[config.mk]
export PLATFORM = sky130hd
export DESIGN_NAME = axis_pkt_deserializer
export DESIGN_NICKNAME = d
export VERILOG_FILES = /design/src/rtl/axis_deser_pkg.sv /design/src/rtl/axis_beat_counter.sv /design/src/rtl/axis_pkt_deserializer.sv
export SDC_FILE = /design/constraint.sdc
export NUM_CORES = 2
export LEC_CHECK = 0
export BUFFER_PORTS_ARGS = -buffer_cell sky130_fd_sc_hd__buf_2
export CAP_MARGIN = 10
export CORE_AREA = 8 8 635 637
export CTS_BUF_LIST = sky130_fd_sc_hd__clkbuf_8 sky130_fd_sc_hd__clkbuf_16
export DETAILED_ROUTE_END_ITERATION = 6
export DIE_AREA = 0 0 643 645
export HOLD_SLACK_MARGIN = 0.06
export MAX_ROUTING_LAYER = met4
export SYNTH_ARGS = -nofsm -noshare
export SYNTH_HDL_FRONTEND = slang
export SYNTH_HIERARCHICAL = 1
export SYNTH_SLANG_ARGS = --single-unit
[constraint.sdc]
create_clock -name S_AXIS_ACLK -period 2.7 [get_ports S_AXIS_ACLK]
set_input_delay 0.675 -clock S_AXIS_ACLK [delete_from_list [all_inputs] [get_ports S_AXIS_ACLK]]
set_output_delay 0.675 -clock S_AXIS_ACLK [all_outputs]
set_load 0.01 [all_outputs]
[src/rtl/axis_deser_pkg.sv]
// Shared types and helpers for the AXI4-Stream packet deserializer.
package axis_deser_pkg;

    typedef enum logic [1:0] {
        COLLECT = 2'd0,
        HOLD    = 2'd1,
        DRAIN   = 2'd2
    } deser_state_t;

    // Number of stream beats that make up one packet.
    function automatic int beats_f(input int package_width, input int tdata_width);
        return package_width / tdata_width;
    endfunction

endpackage

[src/rtl/axis_beat_counter.sv]
// Beat index within a packet: synchronous clear, saturating increment, at_last flag.
module axis_beat_counter #(
    parameter int NUM = 50,
    parameter int W   = 6
) (
    input  logic         clk,
    input  logic         rst_n,
    input  logic         clr,
    input  logic         inc,
    output logic [W-1:0] cnt,
    output logic         at_last
);

    logic [W-1:0] cnt_reg;

    assign cnt     = cnt_reg;
    assign at_last = (cnt_reg == W'(NUM - 1));

    // Index register; saturates at NUM-1 so it never leaves the slot range.
    always_ff @(posedge clk or negedge rst_n) begin
        if (!rst_n) begin
            cnt_reg <= '0;
        end else if (clr) begin
            cnt_reg <= '0;
        end else if (inc && !at_last) begin
            cnt_reg <= cnt_reg + W'(1);
        end
    end

endmodule

[src/rtl/axis_pkt_deserializer.sv]
// AXI4-Stream sink that assembles NUM beats into one wide packet (beat k at
// bits [W*k +: W]) with TLAST length checking and a valid/ready packet port.
// Optional byte masking by TSTRB is enabled with AXIS_DESER_TSTRB_EN.
module axis_pkt_deserializer
    import axis_deser_pkg::*;
#(
    parameter int PACKAGE_WIDTH        = 1600,
    parameter int C_S_AXIS_TDATA_WIDTH = 32,
    parameter int CNT_WIDTH            = 16
) (
    input  logic                              S_AXIS_ACLK,
    input  logic                              S_AXIS_ARESETN,
    input  logic                              S_AXIS_TVALID,
    output logic                              S_AXIS_TREADY,
    input  logic [C_S_AXIS_TDATA_WIDTH-1:0]   S_AXIS_TDATA,
    input  logic [C_S_AXIS_TDATA_WIDTH/8-1:0] S_AXIS_TSTRB,
    input  logic                              S_AXIS_TLAST,
    output logic [PACKAGE_WIDTH-1:0]          pkt_data_o,
    output logic                              pkt_valid_o,
    input  logic                              pkt_ready_i,
    output logic                              pkt_err_o,
    output logic [CNT_WIDTH-1:0]              pkt_cnt_o
);

    localparam int DW  = C_S_AXIS_TDATA_WIDTH;
    localparam int NUM = beats_f(PACKAGE_WIDTH, C_S_AXIS_TDATA_WIDTH);
    localparam int BW  = (NUM > 1) ? $clog2(NUM) : 1;

    deser_state_t             state_reg, state_next;
    logic                     err_reg, err_next;
    logic [CNT_WIDTH-1:0]     pkt_cnt_reg;
    logic [PACKAGE_WIDTH-1:0] pkt_data_reg, pkt_data_next;
    logic [BW-1:0]            beat_cnt;
    logic                     at_last;
    logic                     cnt_clr, cnt_inc, wr_en, handoff;
    logic                     beat_acc;
    logic [DW-1:0]            beat_data;

    assign S_AXIS_TREADY = (state_reg != HOLD);
    assign beat_acc      = S_AXIS_TVALID && S_AXIS_TREADY;
    assign pkt_valid_o   = (state_reg == HOLD);
    assign pkt_err_o     = err_reg;
    assign pkt_cnt_o     = pkt_cnt_reg;
    assign pkt_data_o    = pkt_data_reg;

`ifdef AXIS_DESER_TSTRB_EN
    // Bytes without a strobe are stored as zero.
    for (genvar gi = 0; gi < DW / 8; gi++) begin : g_strb
        assign beat_data[8*gi +: 8] = S_AXIS_TSTRB[gi] ? S_AXIS_TDATA[8*gi +: 8] : 8'h00;
    end
`else
    logic unused_strb;
    assign unused_strb = ^S_AXIS_TSTRB;
    assign beat_data   = S_AXIS_TDATA;
`endif

    axis_beat_counter #(.NUM(NUM), .W(BW)) u_beat_counter (
        .clk     (S_AXIS_ACLK),
        .rst_n   (S_AXIS_ARESETN),
        .clr     (cnt_clr),
        .inc     (cnt_inc),
        .cnt     (beat_cnt),
        .at_last (at_last)
    );

    // Per-slot next value: the addressed slot takes the beat, and the first
    // beat of a packet wipes every other slot so short packets read zero.
    for (genvar gi = 0; gi < NUM; gi++) begin : g_slot
        assign pkt_data_next[DW*gi +: DW] =
            !wr_en                  ? pkt_data_reg[DW*gi +: DW] :
            (beat_cnt == BW'(gi))   ? beat_data :
            (beat_cnt == '0)        ? '0 :
                                      pkt_data_reg[DW*gi +: DW];
    end

    // Next-state logic: length check against TLAST and handoff control.
    always_comb begin
        state_next = state_reg;
        err_next   = err_reg;
        cnt_clr    = 1'b0;
        cnt_inc    = 1'b0;
        wr_en      = 1'b0;
        handoff    = 1'b0;
        case (state_reg)
            COLLECT: begin
                if (beat_acc) begin
                    wr_en = 1'b1;
                    if (S_AXIS_TLAST) begin
                        state_next = HOLD;
                        err_next   = !at_last;
                    end else if (at_last) begin
                        state_next = DRAIN;
                        err_next   = 1'b1;
                    end else begin
                        cnt_inc = 1'b1;
                    end
                end
            end
            DRAIN: begin
                if (beat_acc && S_AXIS_TLAST) begin
                    state_next = HOLD;
                end
            end
            HOLD: begin
                if (pkt_ready_i) begin
                    state_next = COLLECT;
                    err_next   = 1'b0;
                    cnt_clr    = 1'b1;
                    handoff    = 1'b1;
                end
            end
            default: begin
                state_next = COLLECT;
                err_next   = 1'b0;
                cnt_clr    = 1'b1;
            end
        endcase
    end

    // State, error flag, packet register and handoff counter.
    always_ff @(posedge S_AXIS_ACLK or negedge S_AXIS_ARESETN) begin
        if (!S_AXIS_ARESETN) begin
            state_reg    <= COLLECT;
            err_reg      <= 1'b0;
            pkt_data_reg <= '0;
            pkt_cnt_reg  <= '0;
        end else begin
            state_reg    <= state_next;
            err_reg      <= err_next;
            pkt_data_reg <= pkt_data_next;
            if (handoff) begin
                pkt_cnt_reg <= pkt_cnt_reg + CNT_WIDTH'(1);
            end
        end
    end

endmodule

Yosys cells after proc, flatten, opt, wreduce, memory -nomap -nowiden
Cells that the tools add are included.
- register bits: 1625
- latch bits: 0
- RAM bits: 0
- ROM bits: 0
- bits of input ports: 41
- output and inout port bits: 1619
- word-level logic and storage cells: 294
- memories kept: 0
- add/sub/neg operators: 2
- multipliers: 0
- divide/modulo/power cells: 0
- order comparisons: 0
- equal/unequal tests: 56
- shifts and indexed selects: 0
- muxes and demuxes: 72
- bitwise logic cells: 1
- reduce and logical (&&, ||, !) cells: 109
- operators by type and width (kind ; count):
    $mux W32 ; 50
    $eq A6 B6 Y1 const B ; 18
    $reduce_and A2 Y1 ; 50
    $reduce_bool A2 Y1 ; 50
    $eq A6 B5 Y1 const B ; 16
    $eq A6 B4 Y1 const B ; 8
    $eq A6 B3 Y1 const B ; 4
    $add A16 B1 Y16 const B ; 1
    $eq A6 B2 Y1 const B ; 2
    $mux W1 ; 12
    $mux W6 ; 2
    $mux W2 ; 5
    $reduce_and A4 Y1 ; 2
    $add A6 B1 Y6 const B ; 1
    $eq A6 B1 Y1 const B ; 1
    $logic_not A6 Y1 ; 1
    $pmux W2 S3 ; 1
    $ne A2 B1 Y1 const B ; 2
    $ne A2 B2 Y1 const B ; 2
    $logic_and A1 B1 Y1 ; 3
    $ne A3 B2 Y1 const B ; 1
    $pmux W1 S3 ; 1
    $eq A2 B1 Y1 const B ; 1
    $eq A2 B2 Y1 const B ; 1
    5 further kinds ; 5

Depth between registers and ports, before layout
- depth after elaboration: 8
- gate-level depth with buffers: 9
- gate-level depth less buffers: 8

Cells and area by module
The synthesis kept the hierarchy.
- by module, submodules not included (module ; instances ; cells each ; area an instance (µm²) ; sequential area each (µm²)):
    axis_pkt_deserializer ; 1 ; 4087 ; 58477.3 ; 40513.9
    axis_beat_counter ; 1 ; 37 ; 354.1 ; 150.1

Least setup slack after synthesis
No wires, ideal clock.
- path kind: input-to-reg
- start point: input S_AXIS_TVALID
- end point: register pkt_data_reg[1345] (netlist: pkt_data_o[1345])
- arrival: 2245 ps
- required time: 2634 ps
- path slack: 388 ps
- stages: 7
- cell sequence: buf_2 > or3b_1 > or4b_1 > buf_6 > nor2_8 > buf_8 > a22o_1
- word-level cells in the longest chain between the ends: 4
- ends and longest elaborated chain (what ; line ; RTL):
    from (decl) ; axis_pkt_deserializer.sv:13 ; input logic S_AXIS_TVALID,
    $logic_and A1 B1 Y1 ; axis_pkt_deserializer.sv:40 ; assign beat_acc = S_AXIS_TVALID && S_AXIS_TREADY;
    $mux W1 ; axis_pkt_deserializer.sv:86 ; if (beat_acc) begin
    $mux W1 ; axis_pkt_deserializer.sv:84 ; case (state_reg)
    $reduce_and A2 Y1 (no line) ; - ;
    to (signal assigned) ; axis_pkt_deserializer.sv:130 ; pkt_data_reg <= pkt_data_next;
    to (decl) ; axis_pkt_deserializer.sv:32 ; logic [PACKAGE_WIDTH-1:0] pkt_data_reg, pkt_data_next;
No other way between the ends.
A chain may end at the register's enable or synchronous reset.

Worst setup path in the final report
- start point: register state_reg[1]
- end point: output S_AXIS_TREADY
- word-level cells in the longest chain between the ends: 1
- ends and longest elaborated chain (what ; line ; RTL):
    from (decl) ; axis_pkt_deserializer.sv:29 ; deser_state_t state_reg, state_next;
    from (signal assigned) ; axis_pkt_deserializer.sv:128 ; state_reg <= state_next;
    $ne A2 B1 Y1 ; axis_pkt_deserializer.sv:39 ; assign S_AXIS_TREADY = (state_reg != HOLD);
    to (decl) ; axis_pkt_deserializer.sv:14 ; output logic S_AXIS_TREADY,
No other way between the ends.

==> impl_metrics.ini <==
[sta]
fmax_ghz = 0.399
holdWs_ns = 0.239
worstMarginPinSlew_ns = 0.861
fin_skew_ns = 0.0471
maxSlewHeadroom_pct = 42.6
setup_viol = 0
final_max_slew_viol_count = 0
finalHoldViolCount = 0
rsz0062_at_grt = false
fin_crit_sh_pct = 92.8
post-route-min-period_ns = 2.50
final.setup.worst_slack_ns = 0.195

[synth]
synth_area_mm2 = 0.0588
synthArstFlopShare_pct = 100
syn_area_per_cell_um2 = 14.3
ys_seq_area_share_pct = 69.1
ys.warnings.count = 6
ys.flop_type = dfrtp_1
yosysTopAreaCellShare_pct = 69.1
synth_top_cell_by_area = dfrtp_1
synth.area.top_cells = dfrtp_1, a22o_1, clkbuf_1
ys_ff_latch = 1625
synth_nets = 4168
synth_edf_count = 0
synthCells = 4124
synth.distinct_cells = 54

[worst_setup_path]
setup.worst_path.end = S_AXIS_TREADY
reg2reg_to = pkt_data_o[1094]
ff2ff_setup_slack_ns = 0.26
cp_slowest_cell = dfrtp_1
slowest_delay_ns = 0.38
arrival_ns = 1.83
end_kind = output pin
cp_max_fo = 7
crit_chain = buf_4 -> nor2b_4 -> inv_1 -> buf_2
cp-startpoint = state_reg[1]
required_ns = 2.03
rr_startpoint = u_beat_counter/cnt[0]
ff2ff_path_depth = 6
path_class = flop to output pin
cp-start-kind = flop

[pwr]
p_leak_nw = 43.2
vdd_drop_max_uv = 594
powerDensity_mw_per_mm2 = 757

[route]
ant_nets = 0
drc = 0
dr_wl_met2_um = 148000
route.met3.wl_um = 28300
via_per_inst = 4.23
vias = 47300
wl_um = 310000
dr.pass1.iters = 5
route.top_layer_used = met4
drt_iter0_drc = 4598
drt-wirelength-per-cell_um = 27.7
wl_met1_um = 119000

[finish]
final_cell_mix = buf_2, dfrtp_1, a22o_1, buf_4, clkbuf_16
nets = 5829
largest_reg_flops = 1600
drive_gt1_share_pct = 40.9
areaGrowthSynthToFinish_pct = 41.0
final_core_util_pct = 21.1

[cts]
clockBufferDepth = 4
clock_latency_ns = 0.85
cts_buffers = 177
cts.clk_slew.worst_paths_ns = 0.06
cts-root-buf = clkbuf_16
htree_levels = 4
clock_sinks = 1625
cts_tree = yes

[floorplanning]
core_mm2 = 0.394
start_util_pct = 14.9
ios = 1660
die_h_um = 645
rows = 231
die-area_mm2 = 0.415
dieWidth_um = 643

[global_routing]
gr-usage-all-layers_pct = 14.5
antenna_found_initial = 25
grt_max_degree = 87
grt_pass1_vias = 47300
grt-ovfl-total = 0
grt_pass1_wl_um = 416000

[placed_design]
place.detailed.hpwl_um = 216000
portBuffers = 1655
pre_cts_ws_ns = 0.0625
gp_congestion = 0.787

[outcome]
status = complete, no violations

[hold_path]
min_delay_path_depth = 2
hp-class = input port to flop

[job]
max_cap_violations = 0
[synthesized netlist by cell type, types with 3 or more instances]
library cell,number
a22o_1,1504
and4_1,3
buf_1,12
buf_2,107
buf_6,17
buf_8,3
clkbuf_1,388
dfrtp_1,1625
ha_1,3
inv_1,4
mux2_2,33
nand2_1,147
nand2b_1,6
nand3_1,8
nand3b_1,4
nand4_1,4
nor2_1,71
nor2_8,6
nor3_1,9
nor3_2,9
nor4_2,7
o21ai_0,66
o21ai_1,26
or2_2,3
or3_1,5
or3b_1,3
or3b_2,3
xnor2_1,10
xor2_1,7
[routing by layer]
metal / up-vias / track usage [%]
li1: 18800 / -
met1: 24700 / 17.1
met2: 3144 / 23.4
met3: 676 / 4.07
met4: 0 / 5.93
met5: - / -
[area by class of cell]
type	instances	area (µm²)
Tap cell	5242	6560
Clock buffer	211	4920
Antenna cell	15	37.5
Inverter	4	15.0
Sequential cell	1625	40700
Multi-Input combinational cell	1968	16500
Fill cell	42200	311000
Clock inverter	97	990
Timing Repair Buffer	2009	13300
[repair_timing]
item,in CTS,in global routing
resized for setup,4,0
endpoints found under the setup margin,2,0
endpoints found under the hold margin,28,0
setup buffers,2,0
hold buffers,3,0
[stage by stage]
| step | power [mW] | setup TNS, ns | instance area, µm² | instances |
|---|---|---|---|---|
| 6_report | 62.8 | 0 | 82900 | 11200 |
| 5_1_grt | 64.9 | 0 | 82900 | 11200 |
| 4_1_cts | 63.5 | 0 | 82900 | 11200 |
| 3_5_place_dp | 38.4 | 0 | 76900 | 10800 |
| 3_3_place_gp | 38.3 | -4.96 | 76900 | 10800 |
| 2_1_floorplan | 31.3 | 0 | 58800 | 4124 |
[where the power goes]
part	internal, mW	leakage (nW)	total [mW]	switching, mW
logic	3.69	17.6	11.2	7.48
registers	25.8	22.5	26.7	0.892
clock network	14.3	3.04	24.9	10.6
total	43.8	43.2	62.8	18.9
[logic make-up (layout without fill, tap and decap cells)]
logic type | Yosys count | in the layout | synth area share, %
other cells | 0 | 15 | 0
flops | 1625 | 1625 | 69.1
fa+ha+maj | 3 | 3 | 0.0638
buf+inv | 531 | 2321 | 3.89
mux | 34 | 34 | 0.649
simple gates | 306 | 306 | 2.69
compound gates | 1608 | 1608 | 23.3
xor+xnor | 17 | 17 | 0.253
[worst min path at each step]
stage,startpoint,end,slack (ns)
after CTS,S_AXIS_TDATA[10],pkt_data_o[330],0.11
after floorplan,S_AXIS_ARESETN,pkt_cnt_o[0],0.38
after detailed placement,pkt_cnt_o[15],pkt_cnt_o[15],0.46
after global routing,S_AXIS_TDATA[10],pkt_data_o[202],0.13
after global placement,pkt_cnt_o[15],pkt_cnt_o[15],0.46
final,S_AXIS_TDATA[10],pkt_data_o[202],0.24
[worst max-delay path: cells and delay by family, from the launching register on]
family	cells	cell delay (ns)
AND/OR/NAND/NOR	1	0.17
flip-flops	1	0.38
buffers and inverters	3	0.43
Note: power is estimated with default switching activity, not from simulation.
